==> config.mk <==
export PLATFORM = sky130hd
export DESIGN_NAME = shift_op_sequencer
export DESIGN_NICKNAME = d
export VERILOG_FILES = /design/src/rtl/shift_op_sequencer_pkg.sv /design/src/rtl/shift_op_sequencer_usr.sv /design/src/rtl/shift_op_sequencer.sv
export SDC_FILE = /design/constraint.sdc
export NUM_CORES = 1
export LEC_CHECK = 0
export CAP_MARGIN = 30
export CORE_UTILIZATION = 35
export DETAILED_ROUTE_END_ITERATION = 12
export SYNTH_ARGS = -nofsm -noshare
export SYNTH_HDL_FRONTEND = slang
export SYNTH_SLANG_ARGS = --single-unit
==> constraint.sdc <==
create_clock -name i_clk -period 2.2 [get_ports i_clk]
set_input_delay 0.22 -clock i_clk [delete_from_list [all_inputs] [get_ports i_clk]]
set_output_delay 0.22 -clock i_clk [all_outputs]
set_load 0.02 [all_outputs]
==> src/rtl/shift_op_sequencer_pkg.sv <==
// Shared encodings for the shift-op sequencer: command ops, controller states
// and the {rotate,shift} step-mode codes of the universal shift register.
package shift_seq_pkg;

  localparam logic [2:0] OP_LOAD = 3'd0;
  localparam logic [2:0] OP_SHL  = 3'd1;
  localparam logic [2:0] OP_SHR  = 3'd2;
  localparam logic [2:0] OP_ROTL = 3'd3;
  localparam logic [2:0] OP_ROTR = 3'd4;

  typedef enum logic [1:0] {
    ST_IDLE = 2'd0,
    ST_EXEC = 2'd1,
    ST_DONE = 2'd2
  } state_t;

  localparam logic [1:0] MODE_SHL  = 2'b00;
  localparam logic [1:0] MODE_SHR  = 2'b01;
  localparam logic [1:0] MODE_ROTR = 2'b10;
  localparam logic [1:0] MODE_ROTL = 2'b11;

  function automatic logic op_is_legal(input logic [2:0] op);
    return (op <= OP_ROTR);
  endfunction

  // Ops whose outgoing bit is the MSB; every other op shifts out of bit 0.
  function automatic logic op_exits_msb(input logic [2:0] op);
    return (op == OP_SHL) || (op == OP_ROTL);
  endfunction

endpackage

==> src/rtl/shift_op_sequencer_usr.sv <==
// Universal shift register: parallel load or one shift/rotate step per cycle.
// There is no hold mode; the owner holds the value by reloading it.
module universal_shift_register
  import shift_seq_pkg::*;
#(
  parameter int WIDTH = 4
) (
  input  logic             i_clk,
  input  logic             i_rst,
  input  logic             i_en_load,
  input  logic [1:0]       i_mode,
  input  logic [WIDTH-1:0] i_load,
  output logic [WIDTH-1:0] o_q
);

  logic [WIDTH-1:0] q_q;
  logic [WIDTH-1:0] q_d;

  // Next register value; fill bits for shifts come in on the matching load bit.
  always_comb begin
    q_d = q_q;
    if (i_en_load) begin
      q_d = i_load;
    end else begin
      case (i_mode)
        MODE_SHL:  q_d = {q_q[WIDTH-2:0], i_load[0]};
        MODE_SHR:  q_d = {i_load[WIDTH-1], q_q[WIDTH-1:1]};
        MODE_ROTR: q_d = {q_q[0], q_q[WIDTH-1:1]};
        MODE_ROTL: q_d = {q_q[WIDTH-2:0], q_q[WIDTH-1]};
        default:   q_d = q_q;
      endcase
    end
  end

  // Register storage.
  always_ff @(posedge i_clk or negedge i_rst) begin
    if (!i_rst) begin
      q_q <= {WIDTH{1'b0}};
    end else begin
      q_q <= q_d;
    end
  end

  assign o_q = q_q;

endmodule

==> src/rtl/shift_op_sequencer.sv <==
// Command-driven sequencer around one universal_shift_register: LOAD/shift/rotate
// commands over valid/ready, one step per cycle, done pulse. Option: SHIFT_SEQ_ABORT_EN.
module shift_op_sequencer
  import shift_seq_pkg::*;
#(
  parameter int WIDTH = 4,
  parameter int CNT_W = $clog2(WIDTH) + 1
) (
  input  logic             i_clk,
  input  logic             i_rst,
  input  logic             i_cmd_valid,
  output logic             o_cmd_ready,
  input  logic [2:0]       i_cmd_op,
  input  logic [CNT_W-1:0] i_cmd_count,
  input  logic [WIDTH-1:0] i_cmd_data,
  input  logic             i_serial_in,
`ifdef SHIFT_SEQ_ABORT_EN
  input  logic             i_abort,
  output logic             o_aborted,
`endif
  output logic [WIDTH-1:0] o_q,
  output logic             o_serial_out,
  output logic             o_busy,
  output logic             o_done
);

  localparam logic [CNT_W-1:0] CNT_ZERO = {CNT_W{1'b0}};
  localparam logic [CNT_W-1:0] CNT_ONE  = {{(CNT_W-1){1'b0}}, 1'b1};

  state_t           state_q, state_d;
  logic [2:0]       op_q, op_d;
  logic [CNT_W-1:0] cnt_q, cnt_d;
  logic [WIDTH-1:0] data_q, data_d;
  logic             ready_q, ready_d;
  logic             busy_q, busy_d;
  logic             done_q, done_d;
  logic             aborted_q, aborted_d;

  logic             abort_s;
  logic             en_load_s;
  logic [1:0]       mode_s;
  logic [WIDTH-1:0] load_s;
  logic [WIDTH-1:0] q_s;
  logic             serial_out_s;

`ifdef SHIFT_SEQ_ABORT_EN
  assign abort_s   = i_abort;
  assign o_aborted = aborted_q;
`else
  assign abort_s   = 1'b0;
`endif

  // Controller next-state, counter and command capture.
  always_comb begin
    state_d   = state_q;
    op_d      = op_q;
    cnt_d     = cnt_q;
    data_d    = data_q;
    aborted_d = 1'b0;
    case (state_q)
      ST_IDLE: begin
        if (i_cmd_valid && ready_q) begin
          op_d   = i_cmd_op;
          data_d = i_cmd_data;
          if (i_cmd_op == OP_LOAD) begin
            cnt_d   = CNT_ONE;
            state_d = ST_EXEC;
          end else if (!op_is_legal(i_cmd_op) || (i_cmd_count == CNT_ZERO)) begin
            cnt_d   = CNT_ZERO;
            state_d = ST_DONE;
          end else begin
            cnt_d   = i_cmd_count;
            state_d = ST_EXEC;
          end
        end else begin
          state_d = ST_IDLE;
        end
      end
      ST_EXEC: begin
        if (abort_s) begin
          state_d   = ST_DONE;
          aborted_d = 1'b1;
        end else begin
          cnt_d = cnt_q - CNT_ONE;
          if (cnt_q == CNT_ONE) begin
            state_d = ST_DONE;
          end else begin
            state_d = ST_EXEC;
          end
        end
      end
      ST_DONE: begin
        state_d = ST_IDLE;
      end
      default: begin
        state_d = ST_IDLE;
      end
    endcase
    ready_d = (state_d == ST_IDLE);
    busy_d  = (state_d != ST_IDLE);
    done_d  = (state_d == ST_DONE);
  end

  // Controller FSM state and registered handshake/status outputs.
  always_ff @(posedge i_clk or negedge i_rst) begin
    if (!i_rst) begin
      state_q   <= ST_IDLE;
      op_q      <= OP_LOAD;
      cnt_q     <= CNT_ZERO;
      data_q    <= {WIDTH{1'b0}};
      ready_q   <= 1'b1;
      busy_q    <= 1'b0;
      done_q    <= 1'b0;
      aborted_q <= 1'b0;
    end else begin
      state_q   <= state_d;
      op_q      <= op_d;
      cnt_q     <= cnt_d;
      data_q    <= data_d;
      ready_q   <= ready_d;
      busy_q    <= busy_d;
      done_q    <= done_d;
      aborted_q <= aborted_d;
    end
  end

  // Register control: step only in a non-aborted EXEC cycle, otherwise reload o_q.
  always_comb begin
    en_load_s = 1'b1;
    mode_s    = MODE_SHL;
    load_s    = q_s;
    if ((state_q == ST_EXEC) && !abort_s) begin
      case (op_q)
        OP_LOAD: begin
          load_s = data_q;
        end
        OP_SHL: begin
          en_load_s = 1'b0;
          mode_s    = MODE_SHL;
          load_s[0] = i_serial_in;
        end
        OP_SHR: begin
          en_load_s       = 1'b0;
          mode_s          = MODE_SHR;
          load_s[WIDTH-1] = i_serial_in;
        end
        OP_ROTL: begin
          en_load_s = 1'b0;
          mode_s    = MODE_ROTL;
        end
        OP_ROTR: begin
          en_load_s = 1'b0;
          mode_s    = MODE_ROTR;
        end
        default: begin
          en_load_s = 1'b1;
        end
      endcase
    end else begin
      en_load_s = 1'b1;
    end
  end

  // Outgoing serial bit follows the direction of the last captured op.
  always_comb begin
    if (op_exits_msb(op_q)) begin
      serial_out_s = q_s[WIDTH-1];
    end else begin
      serial_out_s = q_s[0];
    end
  end

  universal_shift_register #(
    .WIDTH(WIDTH)
  ) u_usr (
    .i_clk    (i_clk),
    .i_rst    (i_rst),
    .i_en_load(en_load_s),
    .i_mode   (mode_s),
    .i_load   (load_s),
    .o_q      (q_s)
  );

  assign o_q          = q_s;
  assign o_serial_out = serial_out_s;
  assign o_cmd_ready  = ready_q;
  assign o_busy       = busy_q;
  assign o_done       = done_q;

endmodule

After elaboration in Yosys (flattened, before gate mapping)
Index checks and enable logic that the tools add are counted.
Word-level totals
  input bits: 14
  output and inout port bits: 8
  register bits after elaboration: 19
Cells by class
  mux-type cells: 20
  add/sub/neg operators: 1
  equal/unequal tests: 13
  order comparisons: 1
  reductions and logical operators: 16
Operator list (number)
  $pmux 4 s4: 1
  $mux 2: 6
  $logic_not 3->1: 3
  $mux 3: 3
  $mux 4: 2
  $eq 2x2->1 const B: 3
  $eq 3x1->1 const B: 2
  $eq 3x2->1 const B: 2
  $logic_not 2->1: 3
  $pmux 2 s3: 1
  $pmux 3 s2: 1
  $reduce_and 2->1: 3
  $eq 2x1->1 const B: 2
  $ne 2x1->1 const B: 2
  $pmux 1 s2: 2
  $pmux 2 s2: 1
  $reduce_bool 2->1: 2
  $reduce_or 4->1: 1
  $eq 3x3->1 const B: 1
  $le 3x3->1 const B: 1
  $mux 1: 3
  $sub 3x1->3 const B: 1
  $logic_or 1x1->1: 2
  $ne 2x2->1 const B: 1
  other kinds (2): 2

Logic depth before layout (Yosys ltp)
  word-level depth: 8
  depth in mapped cells: 5
  gate-level depth less buffers: 5

By module
Synthesis repeated with hierarchy kept, for this count alone.
Unflattened totals
  cells, all modules: 115
  area total of the unflattened synthesis: 1118.6 um2
Modules (own cells, without submodules)
  shift_op_sequencer: area an instance 890.9 um2, cells each 92, instances 1
  universal_shift_register: area an instance 227.7 um2, cells each 23, instances 1

Worst setup path after synthesis
OpenSTA, ideal clock, no wires.
  kind: flip-flop to flip-flop
  from: register ready_q, in the netlist o_cmd_ready
  to: register state_q[0]
  data required time: 2.096 ns
  cell stages (with the launch flop): 5
  arrival time: 1.415 ns
  path slack: 0.682 ns
  clock period less this slack: 1.518 ns
  library setup time: 0.104 ns
  buffers on the path: 1
  path through: dfstp_2 nand2_1 or3_1 buf_6 o41ai_2
On the way
  longest elaborated chain between the ends: 3
RTL lines
  start, declared: line shift_op_sequencer.sv:34  | logic ready_q, ready_d;
  start signal, assigned: line shift_op_sequencer.sv:120  | ready_q <= ready_d;
  $logic_and 1x1->1: line shift_op_sequencer.sv:62  | if (i_cmd_valid && ready_q) begin
  $mux 2: line shift_op_sequencer.sv:62
  $pmux 2 s2: line shift_op_sequencer.sv:60  | case (state_q)
  named net state_d[0]: line shift_op_sequencer.sv:30  | state_t state_q, state_d;
  end signal, assigned: line shift_op_sequencer.sv:116  | state_q <= state_d;
  end, declared: line shift_op_sequencer.sv:30
The timed path passes the listed nets, and every way through them passes these cells.
A chain may end at the register's enable or synchronous reset.

Worst setup path in the final report
  from: register op_q[0]
  to: output o_serial_out
On the way
  longest elaborated chain between the ends: 3
RTL lines
  start, declared: line shift_op_sequencer.sv:31  | logic [2:0] op_q, op_d;
  start signal, assigned: line shift_op_sequencer.sv:117  | op_q <= op_d;
  $eq 3x1->1 or $eq 3x2->1 (tied branches): line shift_op_sequencer_pkg.sv:28  | return (op == OP_SHL) || (op == OP_ROTL);
  $logic_or 1x1->1 (*): line shift_op_sequencer_pkg.sv:28
  $mux 1 (*): line shift_op_sequencer.sv:166  | if (op_exits_msb(op_q)) begin
  end, declared: line shift_op_sequencer.sv:22  | output logic o_serial_out,
Mark *: on every way between the ends. The rest lies on a longest branch, timed or not.

==> metrics <==
total power draw 1.81 mW; DR DRC count 0; post-CTS setup repair buffer count 0; Post-DP HPWL 1760 um; Initial Util 0.376; Die Y 56.6 um; area of the multi-input gates 522 um2; Max Cap Viol 0; CP delay by family, top buffers and inverters; die area 3210 um2; CTS tree done; RSZ-0062 raised after global routing false; post-route clock period utilization 0.944; Port Buffers 21; Pwr per Cell Area 1380 nW/um2; GRT Util Overall 0.162; R2R cell count 3; WP data required 1980 ps; Yosys reg bits 19; Hold Path Class in2async; critical path peak fanout 11; Final Max Slew Viols 0; worst-path cell chain nand2b_1 > mux2_2 > clkdlybuf4s50_1; status finished, final reports clean; R2R setup slack 620 ps; # rows 19; vias in the first global route 881; Post-synth EDFFs 0; drt via density 5.38; core area 2780 um2; endpoint class of the critical path primary output; Post-CTS Hold Buffers 0; Clock Path Buffers 2; commonest cells in the netlist nand2_1 (26), dfrtp_1 (18), o21ai_0 (8); Final nets 153; leakage power 0.569 nW; gr ovfl total 0; routability congestion estimate 0.783; ant diodes 0; maximum clock frequency 482 MHz; Die W 56.6 um; Initial DRC Count 7; Post-Syn Area per Cell 9.25 um2; Synth top area share 0.431; Num Clock Sinks 19; Final setup viols 0; number of buffers and inverters on the critical path 1; Worst VDD drop 0.799 mV; latest clock arrival within the worst-skew pair 290 ps; post_cts resized 0; start of the worst register-to-register path o_cmd_ready; core utilization of the finished layout 0.471; CTS buffer count 3; io pins 22; warnings from Yosys 0; Syn Nets 129; Seq/Total Area, Yosys 0.456; wire per inst 14.0 um; asr flop ratio synth 1.00; CTS clk-pin slew, worst paths 110 ps; DR pass1 iterations 4; worst slew pin tran 557 ps; Cells after Synth 113; largest net degree at the start of global routing 20; area delta synth->final 25.5%; Yosys top cell by area dfrtp_1; most common cell in the netlist nand2_1; vias after detailed routing 899; hold slack 242 ps; final hold vios 0; kind of critical path reg2out; Routed Antenna Nets 0; skew final 0.489 ps; Synth Flop Type dfrtp_1; Setup crit start kind register; synth top area cells dfrtp_1 (43%), nand2_1 (9.3%), mux2i_1 (3.8%); share of post-route cells with drive strength above 1 0.0882; # fillers 265; crit path time final 2080 ps; Worst EP arrival 1860 ps; RR Endpoint state_q[0]; setup TNS 0 ps; Post-Route WL 2350 um; slowest CP cell clkdlybuf4s50_1; H-tree levels 1; FF/Latch Area 477 um2; relative slew slack 0.623; Root Buffer clkbuf_4; initial antenna violation count 0; Largest stage delay, worst path 530 ps; first-pass GRT wire length 3950 um; count of cell types in the netlist 38; synthesized area 1040 um2
how the worst max path moves through the flow:
| stage | cells past startpoint | to | slack (ps) | start |
|---|---|---|---|---|
| finish | 3 | o_serial_out | 120 | op_q[0] |
| global route | 3 | o_serial_out | 50 | op_q[0] |
| CTS | 3 | o_serial_out | 120 | op_q[0] |
| detailed placement | 4 | state_q[0] | 440 | i_cmd_valid |
| global placement | 3 | o_serial_out | 490 | op_q[0] |
| floorplan | 4 | state_q[0] | 680 | o_cmd_ready |
power breakdown:
group | leakage [nW] | internal [mW] | switching (mW)
Combinational | 0.326 | 0.448 | 0.503
Clock | 0.0150 | 0.0705 | 0.106
Sequential | 0.228 | 0.521 | 0.162
per-layer routing:
| layer | track usage | vias to the layer above | wire length, um |
|---|---|---|---|
| met4 | 0.0697 | 0 | 14 |
| met2 | 0.287 | 17 | 1190 |
| met3 | 0.0253 | 2 | 87 |
| met5 | 0 | - | 0 |
| li1 | - | 449 | - |
| met1 | 0.190 | 431 | 1060 |
kinds of logic (layout without fill, tap and decap cells):
kind of cell | after synthesis | count (layout) | synth area share
compound gates | 27 | 27 | 0.183
xor+xnor | 1 | 1 | 0.00838
fa+ha+maj | 2 | 2 | 0.0239
buf+inv | 9 | 32 | 0.0443
flops | 19 | 19 | 0.456
mux | 5 | 5 | 0.0491
simple gates | 50 | 50 | 0.235
through the flow:
stage,std cells,cell area (um2),worst slack [ps]
5_1_grt,167,1310,53.1
6_report,167,1310,124
2_1_floorplan,113,1040,682
3_5_place_dp,163,1280,444
4_1_cts,167,1310,118
3_3_place_gp,163,1280,488
area by class of cell:
type	count	area share
Clock buffer	4	0.0200
Multi-Input combinational cell	85	0.398
Tap cell	31	0.0296
Sequential cell	19	0.364
Inverter	4	0.0115
Timing Repair Buffer	24	0.177
state kept, by name, indices dropped and copies added, names as in the netlist:
signal	cells
cnt_q	3
data_q	4
o_busy	1
o_cmd_ready	1
o_done	1
op_q	3
state_q	2
u_usr.o_q	4
cells in the final DEF (no fill, tap or decap), types with 3 or more instances in the layout:
cell type and count:
clkdlybuf4s50_1 21, nand2_1 26, nor2_1 4, inv_1 4
dfrtp_1 18, nand2b_1 6, a21oi_1 3, nor3_1 3
clkbuf_4 3, buf_4 3, mux2i_1 4, o21ai_0 8
nand3_1 3
worst register-to-register path, stage by stage (launching register included):
cell and delay, ps:
dfstp_2 550, nand2_1 70, or3_1 460, o41ai_2 400
Power figures use the tool's default switching activity.
